File: config.mk
export PLATFORM = sky130hd
export DESIGN_NAME = cmos_capture_ctrl
export DESIGN_NICKNAME = d
export VERILOG_FILES = /design/src/rtl/cmos_capture_ctrl.sv
export SDC_FILE = /design/constraint.sdc
export NUM_CORES = 1
export LEC_CHECK = 0
export ABC_AREA = 1
export CELL_PAD_IN_SITES_DETAIL_PLACEMENT = 0
export CELL_PAD_IN_SITES_GLOBAL_PLACEMENT = 1
export CORE_UTILIZATION = 43
export DETAILED_ROUTE_END_ITERATION = 7
export MAX_ROUTING_LAYER = met4
export PLACE_DENSITY_LB_ADDON = 0.15
export SLEW_MARGIN = 20
export SYNTH_ARGS = -nofsm -noshare
export SYNTH_HDL_FRONTEND = slang
export SYNTH_SLANG_ARGS = --single-unit
File: constraint.sdc
create_clock -name CMOS_PCLK -period 2.21 [get_ports CMOS_PCLK]
set_clock_uncertainty 0.15 [all_clocks]
set_input_delay 0.663 -clock CMOS_PCLK [delete_from_list [all_inputs] [get_ports CMOS_PCLK]]
set_output_delay 0.663 -clock CMOS_PCLK [all_outputs]
set_load 0.01 [all_outputs]
File: src/rtl/cmos_capture_ctrl.sv
// cmos_capture_ctrl: sequences the CMOS pixel stream into the frame buffer.
// Waits for sensor init, drops warm-up frames, arms on request at a frame
// boundary, crops a fixed window into sequential buffer writes and flags
// frames whose line/row geometry does not match the expected sensor timing.
module cmos_capture_ctrl #(
  parameter int H_ACT       = 320,
  parameter int V_ACT       = 240,
  parameter int X0          = 0,
  parameter int Y0          = 0,
  parameter int WIN_W       = 320,
  parameter int WIN_H       = 240,
  parameter int SKIP_FRAMES = 10,
  parameter int ADDR_W      = 17
) (
  input  logic              CMOS_PCLK,
  input  logic              iRST_N,
  input  logic              Init_Done,
  input  logic              CMOS_VSYNC,
  input  logic              CMOS_HREF,
  input  logic              iPIX_EN,
  input  logic [7:0]        iPIX_DATA,
  input  logic              cap_start,
  input  logic              cap_mode,
  input  logic              cap_stop,
  output logic              wr_en,
  output logic [ADDR_W-1:0] wr_addr,
  output logic [7:0]        wr_data,
  output logic              frame_done,
  output logic              frame_err,
  output logic              busy,
  output logic              ready
);

  // Geometry constants folded to the 16-bit counter width.
  localparam logic [15:0] H_ACT_C = 16'(H_ACT);
  localparam logic [15:0] V_ACT_C = 16'(V_ACT);
  localparam logic [15:0] X_LO    = 16'(X0);
  localparam logic [15:0] Y_LO    = 16'(Y0);
  localparam logic [15:0] W_C     = 16'(WIN_W);
  localparam logic [15:0] H_C     = 16'(WIN_H);
  localparam logic [15:0] SKIP_C  = 16'(SKIP_FRAMES);
  localparam logic [15:0] CNT_MAX = 16'hFFFF;
  // Write index carries one extra bit: MSB set means the buffer is full.
  localparam int          IDX_W   = ADDR_W + 1;

  typedef enum logic [2:0] {
    S_WAIT_INIT,
    S_WARMUP,
    S_READY,
    S_ARMED,
    S_CAPTURE,
    S_DONE
  } state_t;

  state_t              state_q, state_d;
  logic                vsync_q, href_q;
  logic [15:0]         col_q, col_d;
  logic [15:0]         row_q, row_d;
  logic [15:0]         skip_q, skip_d;
  logic                mode_q, mode_d;
  logic                stop_q, stop_d;
  logic                err_q, err_d;
  logic [IDX_W-1:0]    idx_q, idx_d;
  logic                wr_en_q, wr_en_d;
  logic [ADDR_W-1:0]   wr_addr_q, wr_addr_d;
  logic [7:0]          wr_data_q, wr_data_d;
  logic                frame_done_q, frame_done_d;
  logic                frame_err_q, frame_err_d;
  logic                busy_q, busy_d;
  logic                ready_q, ready_d;

  logic                fs, fe, le, pix, in_win;
  logic [15:0]         col_off, row_off;

  // Sync edge events and the crop-window test for the current pixel.
  always_comb begin
    fs  = vsync_q & ~CMOS_VSYNC;
    fe  = ~vsync_q & CMOS_VSYNC;
    le  = href_q & ~CMOS_HREF;
    pix = iPIX_EN & CMOS_HREF;
    // Offsets wrap to huge values when below the window origin, so a single
    // unsigned compare covers both the lower and upper window bound.
    col_off = col_q - X_LO;
    row_off = row_q - Y_LO;
    in_win  = pix & ~CMOS_VSYNC & (col_off < W_C) & (row_off < H_C);
  end

  // Column/row position within the incoming frame, saturating at full scale.
  always_comb begin
    col_d = col_q;
    row_d = row_q;
    if (fs) begin
      col_d = '0;
      row_d = '0;
    end else if (le) begin
      col_d = '0;
      if (row_q != CNT_MAX) row_d = row_q + 16'd1;
    end else if (pix && (col_q != CNT_MAX)) begin
      col_d = col_q + 16'd1;
    end
  end

  // Capture state machine: next state, buffer writes, error tracking, outputs.
  always_comb begin
    state_d      = state_q;
    skip_d       = skip_q;
    mode_d       = mode_q;
    stop_d       = stop_q;
    err_d        = err_q;
    idx_d        = idx_q;
    wr_en_d      = 1'b0;
    wr_addr_d    = wr_addr_q;
    wr_data_d    = wr_data_q;
    frame_done_d = 1'b0;
    frame_err_d  = 1'b0;

    if (((state_q == S_ARMED) || (state_q == S_CAPTURE) || (state_q == S_DONE)) && cap_stop)
      stop_d = 1'b1;

    case (state_q)
      S_WAIT_INIT: begin
        skip_d = '0;
        stop_d = 1'b0;
        if (Init_Done) state_d = S_WARMUP;
      end

      S_WARMUP: begin
        if (fe) skip_d = skip_q + 16'd1;
        if (skip_d >= SKIP_C) state_d = S_READY;
      end

      S_READY: begin
        if (cap_start) begin
          mode_d  = cap_mode;
          state_d = S_ARMED;
        end
      end

      S_ARMED: begin
        if (cap_stop) begin
          state_d = S_READY;
        end else if (fs) begin
          idx_d     = '0;
          wr_addr_d = '0;
          err_d     = 1'b0;
          state_d   = S_CAPTURE;
        end
      end

      S_CAPTURE: begin
        if (in_win) begin
          if (!idx_q[ADDR_W]) begin
            wr_en_d   = 1'b1;
            wr_data_d = iPIX_DATA;
            wr_addr_d = idx_q[ADDR_W-1:0];
            idx_d     = idx_q + IDX_W'(1);
          end else begin
            err_d = 1'b1;
          end
        end
        if (le && (col_q != H_ACT_C)) err_d = 1'b1;
        if (pix && (col_q >= H_ACT_C)) err_d = 1'b1;
        if (fe) begin
          state_d      = S_DONE;
          frame_done_d = 1'b1;
          frame_err_d  = err_d | (row_d != V_ACT_C);
        end
      end

      S_DONE: begin
        if (mode_q && !stop_q && !cap_stop) state_d = S_ARMED;
        else                                state_d = S_READY;
      end

      default: state_d = S_WAIT_INIT;
    endcase

    if (state_d == S_READY) stop_d = 1'b0;

    // Losing sensor init aborts whatever is in progress without a frame report.
    if (!Init_Done) begin
      state_d      = S_WAIT_INIT;
      wr_en_d      = 1'b0;
      frame_done_d = 1'b0;
      frame_err_d  = 1'b0;
      skip_d       = '0;
      stop_d       = 1'b0;
    end

    busy_d  = (state_d == S_ARMED) || (state_d == S_CAPTURE) || (state_d == S_DONE);
    ready_d = (state_d == S_READY);
  end

  // State, counters and registered outputs; reset drops any frame in flight.
  always_ff @(posedge CMOS_PCLK or negedge iRST_N) begin
    if (!iRST_N) begin
      state_q      <= S_WAIT_INIT;
      vsync_q      <= 1'b1;
      href_q       <= 1'b0;
      col_q        <= '0;
      row_q        <= '0;
      skip_q       <= '0;
      mode_q       <= 1'b0;
      stop_q       <= 1'b0;
      err_q        <= 1'b0;
      idx_q        <= '0;
      wr_en_q      <= 1'b0;
      wr_addr_q    <= '0;
      wr_data_q    <= '0;
      frame_done_q <= 1'b0;
      frame_err_q  <= 1'b0;
      busy_q       <= 1'b0;
      ready_q      <= 1'b0;
    end else begin
      state_q      <= state_d;
      vsync_q      <= CMOS_VSYNC;
      href_q       <= CMOS_HREF;
      col_q        <= col_d;
      row_q        <= row_d;
      skip_q       <= skip_d;
      mode_q       <= mode_d;
      stop_q       <= stop_d;
      err_q        <= err_d;
      idx_q        <= idx_d;
      wr_en_q      <= wr_en_d;
      wr_addr_q    <= wr_addr_d;
      wr_data_q    <= wr_data_d;
      frame_done_q <= frame_done_d;
      frame_err_q  <= frame_err_d;
      busy_q       <= busy_d;
      ready_q      <= ready_d;
    end
  end

  assign wr_en      = wr_en_q;
  assign wr_addr    = wr_addr_q;
  assign wr_data    = wr_data_q;
  assign frame_done = frame_done_q;
  assign frame_err  = frame_err_q;
  assign busy       = busy_q;
  assign ready      = ready_q;

endmodule

; Word level (Yosys, flattened, before mapping)
; Index checks and enable logic that the tools add are counted.
[classes]
n_mux = 51
n_lt_le_gt_ge = 4
n_reduce_logical = 20
n_bitwise = 12
addsub = 4
n_eq_ne = 20
[op_table]
columns = cell, n
row1 = $mux W16, 9
row2 = $mux W18, 4
row3 = $mux W17, 4
row4 = $add A16 B1 Y16 const B, 3
row5 = $pmux W18 S2, 1
row6 = $pmux W17 S2, 1
row7 = $ne A16 B16 Y1 const B, 2
row8 = $pmux W16 S2, 1
row9 = $mux W1, 22
row10 = $mux W3, 7
row11 = $add A18 B1 Y18 const B, 1
row12 = $pmux W3 S6, 1
row13 = $ge A16 B4 Y1 const B, 1
row14 = $ge A16 B9 Y1 const B, 1
row15 = $lt A16 B8 Y1 const B, 1
row16 = $lt A16 B9 Y1 const B, 1
row17 = $ne A16 B8 Y1 const B, 1
row18 = $ne A16 B9 Y1 const B, 1
row19 = $eq A3 B2 Y1 const B, 5
row20 = $eq A3 B3 Y1 const B, 4
row21 = $ne A2 B2 Y1 const B, 4
row22 = $and A1 B1 Y1, 7
row23 = $logic_and A1 B1 Y1, 6
row24 = $reduce_and A3 Y1, 2
row25 = 14 further kinds, 21
[word_totals]
reg_bits = 104
out_inout_bits = 30
in_bits = 17

; Logic depth before layout (Yosys ltp)
[depth]
word_depth = 12
ltp_mapped = 15
mapped_depth_nobuf = 15

; Least setup slack after synthesis
; No wires, ideal clock.
[synth_path]
kind = input to register
startpoint = input CMOS_VSYNC
endpoint = register idx_q[9]
slack_ps = 186
arrival_ps = 1756
n_path_buf = 0
stages = 11
setup_ps = 119
path_cell_list = inv_2 nand2_4 nor3_4 nor2_1 a21oi_2 nand2_4 inv_2 nand2_2 nor2_2 a21oi_1 o21a_1
[synth_via]
elab_chain_cells = 6
word_cells_on_any_way = 8
cone_classes = eq/ne (2) / bitwise (5) / reduce/logical (1)
[synth_lines]
columns = element, line_no
row1 = from (decl), 18  ; input logic CMOS_VSYNC,
row2 = $not A1 Y1 *, "77, 85"
row3 = $and A1 B1 Y1 (3 in series), 85  ; in_win = pix & ~CMOS_VSYNC & (col_off < W_C) & (row_off < H_C);
row4 = $ne A2 B2 Y1 (no line), -
row5 = $reduce_and A5 Y1 (no line) *, -
row6 = to (signal assigned), 224  ; idx_q <= idx_d;
row7 = to (decl), 63  ; logic [IDX_W-1:0] idx_q, idx_d;
; Mark *: on every way between the ends. The rest lies on a longest branch, timed or not.
; A chain may end at the register's enable or synchronous reset.

; Final worst setup path
[layout_path]
startpoint = register row_q[0]
endpoint = register frame_err_q (netlist: frame_err)
[layout_via]
elab_chain_cells = 10
word_cells_on_any_way = 16
cone_classes = add/sub (1) / order compare (1) / eq/ne (2) / mux (10) / bitwise (2)
[layout_lines]
columns = element, line_no
row1 = from (decl), 58  ; logic [15:0] row_q, row_d;
row2 = from (signal assigned), 219  ; row_q <= row_d;
row3 = "parallel branches: the longest is 6 deep, another holds $add A16 B1 Y16", -
row4 = $or A1 B1 Y1 *, 166  ; frame_err_d = err_d | (row_d != V_ACT_C);
row5 = $mux W1 *, 163  ; if (fe) begin
row6 = $mux W1 *, 120  ; case (state_q)
row7 = $mux W1 *, 181  ; if (!Init_Done) begin
row8 = via frame_err_d, 68  ; logic frame_err_q, frame_err_d;
row9 = to (signal assigned), 229  ; frame_err_q <= frame_err_d;
row10 = to (decl), 68
; Mark *: on every way through the listed nets, which the timed path passes. The select of a mux whose other input is x is not followed.

==> out/metrics.yaml <==
outcome: "complete, no violations"
yosys-top-cells-area: "dfrtp_1 (45%), nand2_1 (11%), inv_1 (6.7%), nand3_1 (5.8%), nor2_1 (5.6%)"
avgSynthCellArea_um2: 7.66
p_total_mw: 4.10
grt_pass1_wl_um: 24100
die_h_um: 118
overflow: 0
hpwl_um: 10300
wirelength_um: 14100
cts_root_buffer: "clkbuf_16"
rows: 41
synth_fp_nets: 772
synth-async-reset-ratio_pct: 100
wl_per_cell_um: 13.4
hp-class: "input port to async pin"
final_max_slew_viol_count: 0
core_um2: 12800
via_count: 5176
ys_top_cells_by_count: "nand2_1 (173), dfrtp_1 (103), inv_1 (102), nor2_1 (86), nand3_1 (67)"
r2r-end: "frame_err"
cts_tree: "built"
startpoint_type: "flip-flop"
grt_usage_pct: 21.9
first_pass_iters: 4
synth_most_common_cell: "nand2_1"
crit_chain: "ha_1, inv_2, nor2_4, nand2_2, inv_4, nand2_8, nand2_1, or2_2, nand3_1, nand3_1, nor2_1, nand3_1, nand2_1, inv_1"
cp_slowest_cell: "dfrtp_1"
critPathMaxStageDelay_ns: 0.41
synth_cells: 750
p_per_area_nw_per_um2: 553
cts_buffer_depth: 2
tns_ns: 0
routabilityCongestion: 0.864
leakage_nw: 3.57
critPathArrivalTime_ns: 2.21
synth-seq-cells: 104
setup_violations: 0
grt_pass1_vias: 5098
cts_hold_buf: 0
clk_latency_ns: 0.36
cp_common_cell: "nand3_1"
reg2regPathDepth: 14
cts_sinks: 104
tightest_slew_ns: 0.368
synth_edf_count: 0
yosys_warnings: 0
port_buffers: 46
syn_area_um2: 5750
fp.dieW_um: 118
drv_cap: 0
ff2ff_setup_slack_ns: 0.09
final.period_utilization_pct: 95.7
min_period_ns: 2.12
synth.distinct_cells: 47
nFillCells: 1185
crit_end: "frame_err"
layout-drive-gt1-share_pct: 19.8
drt_iter0_drc: 330
worstSetupStartpoint: "row_q[0]"
numCtsBuffers: 9
synth_flop_cell: "dfrtp_1"
setup.worst_path.class: "flip-flop to flip-flop"
hold_viol: 0
irDropWorstVdd_uv: 473
antenna_found_initial: 0
seq_area_frac_synth_pct: 45.3
ctsHtreeMaxLevel: 3
clk_pin_slew_ns: 0.07
viasPerCell: 4.92
fin_nets: 897
critPathMaxFanout: 11
start_util_pct: 44.8
max_freq_mhz: 473
synth_top_area_share_pct: 44.8
r2r_start: "row_q[0]"
dieArea_um2: 13800
final_util_pct: 57.8
crit_required_ns: 2.30
ios: 47
max-slew-margin-rel_pct: 75.4
grt_max_degree: 61
postRouteAntennaNets: 0
route.detailed.drc: 0
yosysTopAreaCell: "dfrtp_1"
diodes: 0
area_growth_pct: 29.0
endpoint_kind: "flip-flop"
==> flip-flops by register name, indices dropped and copies added (netlist names) <==
name        count
ready           1
row_q          16
col_q          16
href_q          1
idx_q          18
err_q           1
wr_data         8
vsync_q         1
wr_en           1
frame_done      1
wr_addr        17
skip_q         16
busy            1
mode_q          1
state_q         3
frame_err       1
stop_q          1
==> critical path, delay by kind of cell (launching register included) <==
family	cells	cell delay, ns
adder cells (fa/ha/maj)	1	0.23
buffers and inverters	3	0.17
flip-flops	1	0.41
AND/OR/NAND/NOR	10	1.06
==> metrics by stage <==
step	setup WS, ns	hold slack [ns]	cell area, um^2	cells
detailed placement	-0.623	0.326	6910	1024
CTS	0.0125	0.152	7300	1045
floorplan	0.186	0.217	5750	750
global placement	-0.575	0.322	6910	1024
finish	0.0940	0.148	7410	1052
global route	-0.0343	0.162	7410	1052
==> routing by layer <==
layer | GRT usage (%) | part of all wire, % | routed length (um) | vias up
li1 | - | - | - | 2681
met1 | 28.9 | 48 | 6700 | 2412
met2 | 34.4 | 48 | 6800 | 70
met3 | 4.65 | 3.1 | 431 | 13
met4 | 4.97 | 1.2 | 168 | 0
met5 | - | 0 | 0 | -
==> cell families after synthesis <==
family | synth area share (%)
AO/OA/AOI/OAI | 9.47
XOR/XNOR | 1.68
adder cells (fa/ha/maj) | 1.09
buffers and inverters | 8.42
flip-flops | 45.3
multiplexers | 1.76
AND/OR/NAND/NOR | 32.3
==> report_power, final <==
group | total [mW] | switching (mW) | internal, mW
Sequential | 1.98 | 0.0388 | 1.94
Combinational | 0.434 | 0.252 | 0.182
Clock | 1.68 | 0.757 | 0.926
==> how the worst min path moves through the flow <==
stage / startpoint / end / depth (start not counted) / slack (ns)
2_1_floorplan: iRST_N / busy / 0 / 0.22
3_3_place_gp: wr_data[5] / wr_data[5] / 1 / 0.32
3_5_place_dp: wr_addr[3] / wr_addr[3] / 2 / 0.33
4_1_cts: iRST_N / skip_q[3] / 2 / 0.15
5_1_grt: iRST_N / row_q[15] / 2 / 0.16
6_report: iRST_N / skip_q[3] / 2 / 0.15
==> cell type report <==
type                    count  area, um^2  area share, %
clock buffers              10         239           3.22
clock inverters             6        75.1           1.01
inverters                 110         423           5.71
multi-input cells         522        2750           37.2
flip-flops and latches    104        2600           35.1
well taps                 172         215           2.90
repair buffers            128        1100           14.9
==> cell usage in the layout, fill, tap and decap left out, types with 12 or more instances in the layout <==
cell type	count
nor3_1	12
inv_1	101
clkdlybuf4s50_1	41
nor2_2	13
nor2_1	80
nand4_1	21
nand2_1	171
a21oi_1	17
nand2_2	12
o21ai_0	43
buf_4	80
dfrtp_1	103
nand3_1	64
==> timing repair <==
| item | in CTS | in global routing |
|---|---|---|
| pin swaps | 5 | 6 |
| buffers inserted | 5 | 7 |
| resized for setup | 14 | 20 |
| endpoints found under the setup margin | 49 | 24 |
| cloned | 0 | 0 |
Note: power is estimated with default switching activity, not from simulation.
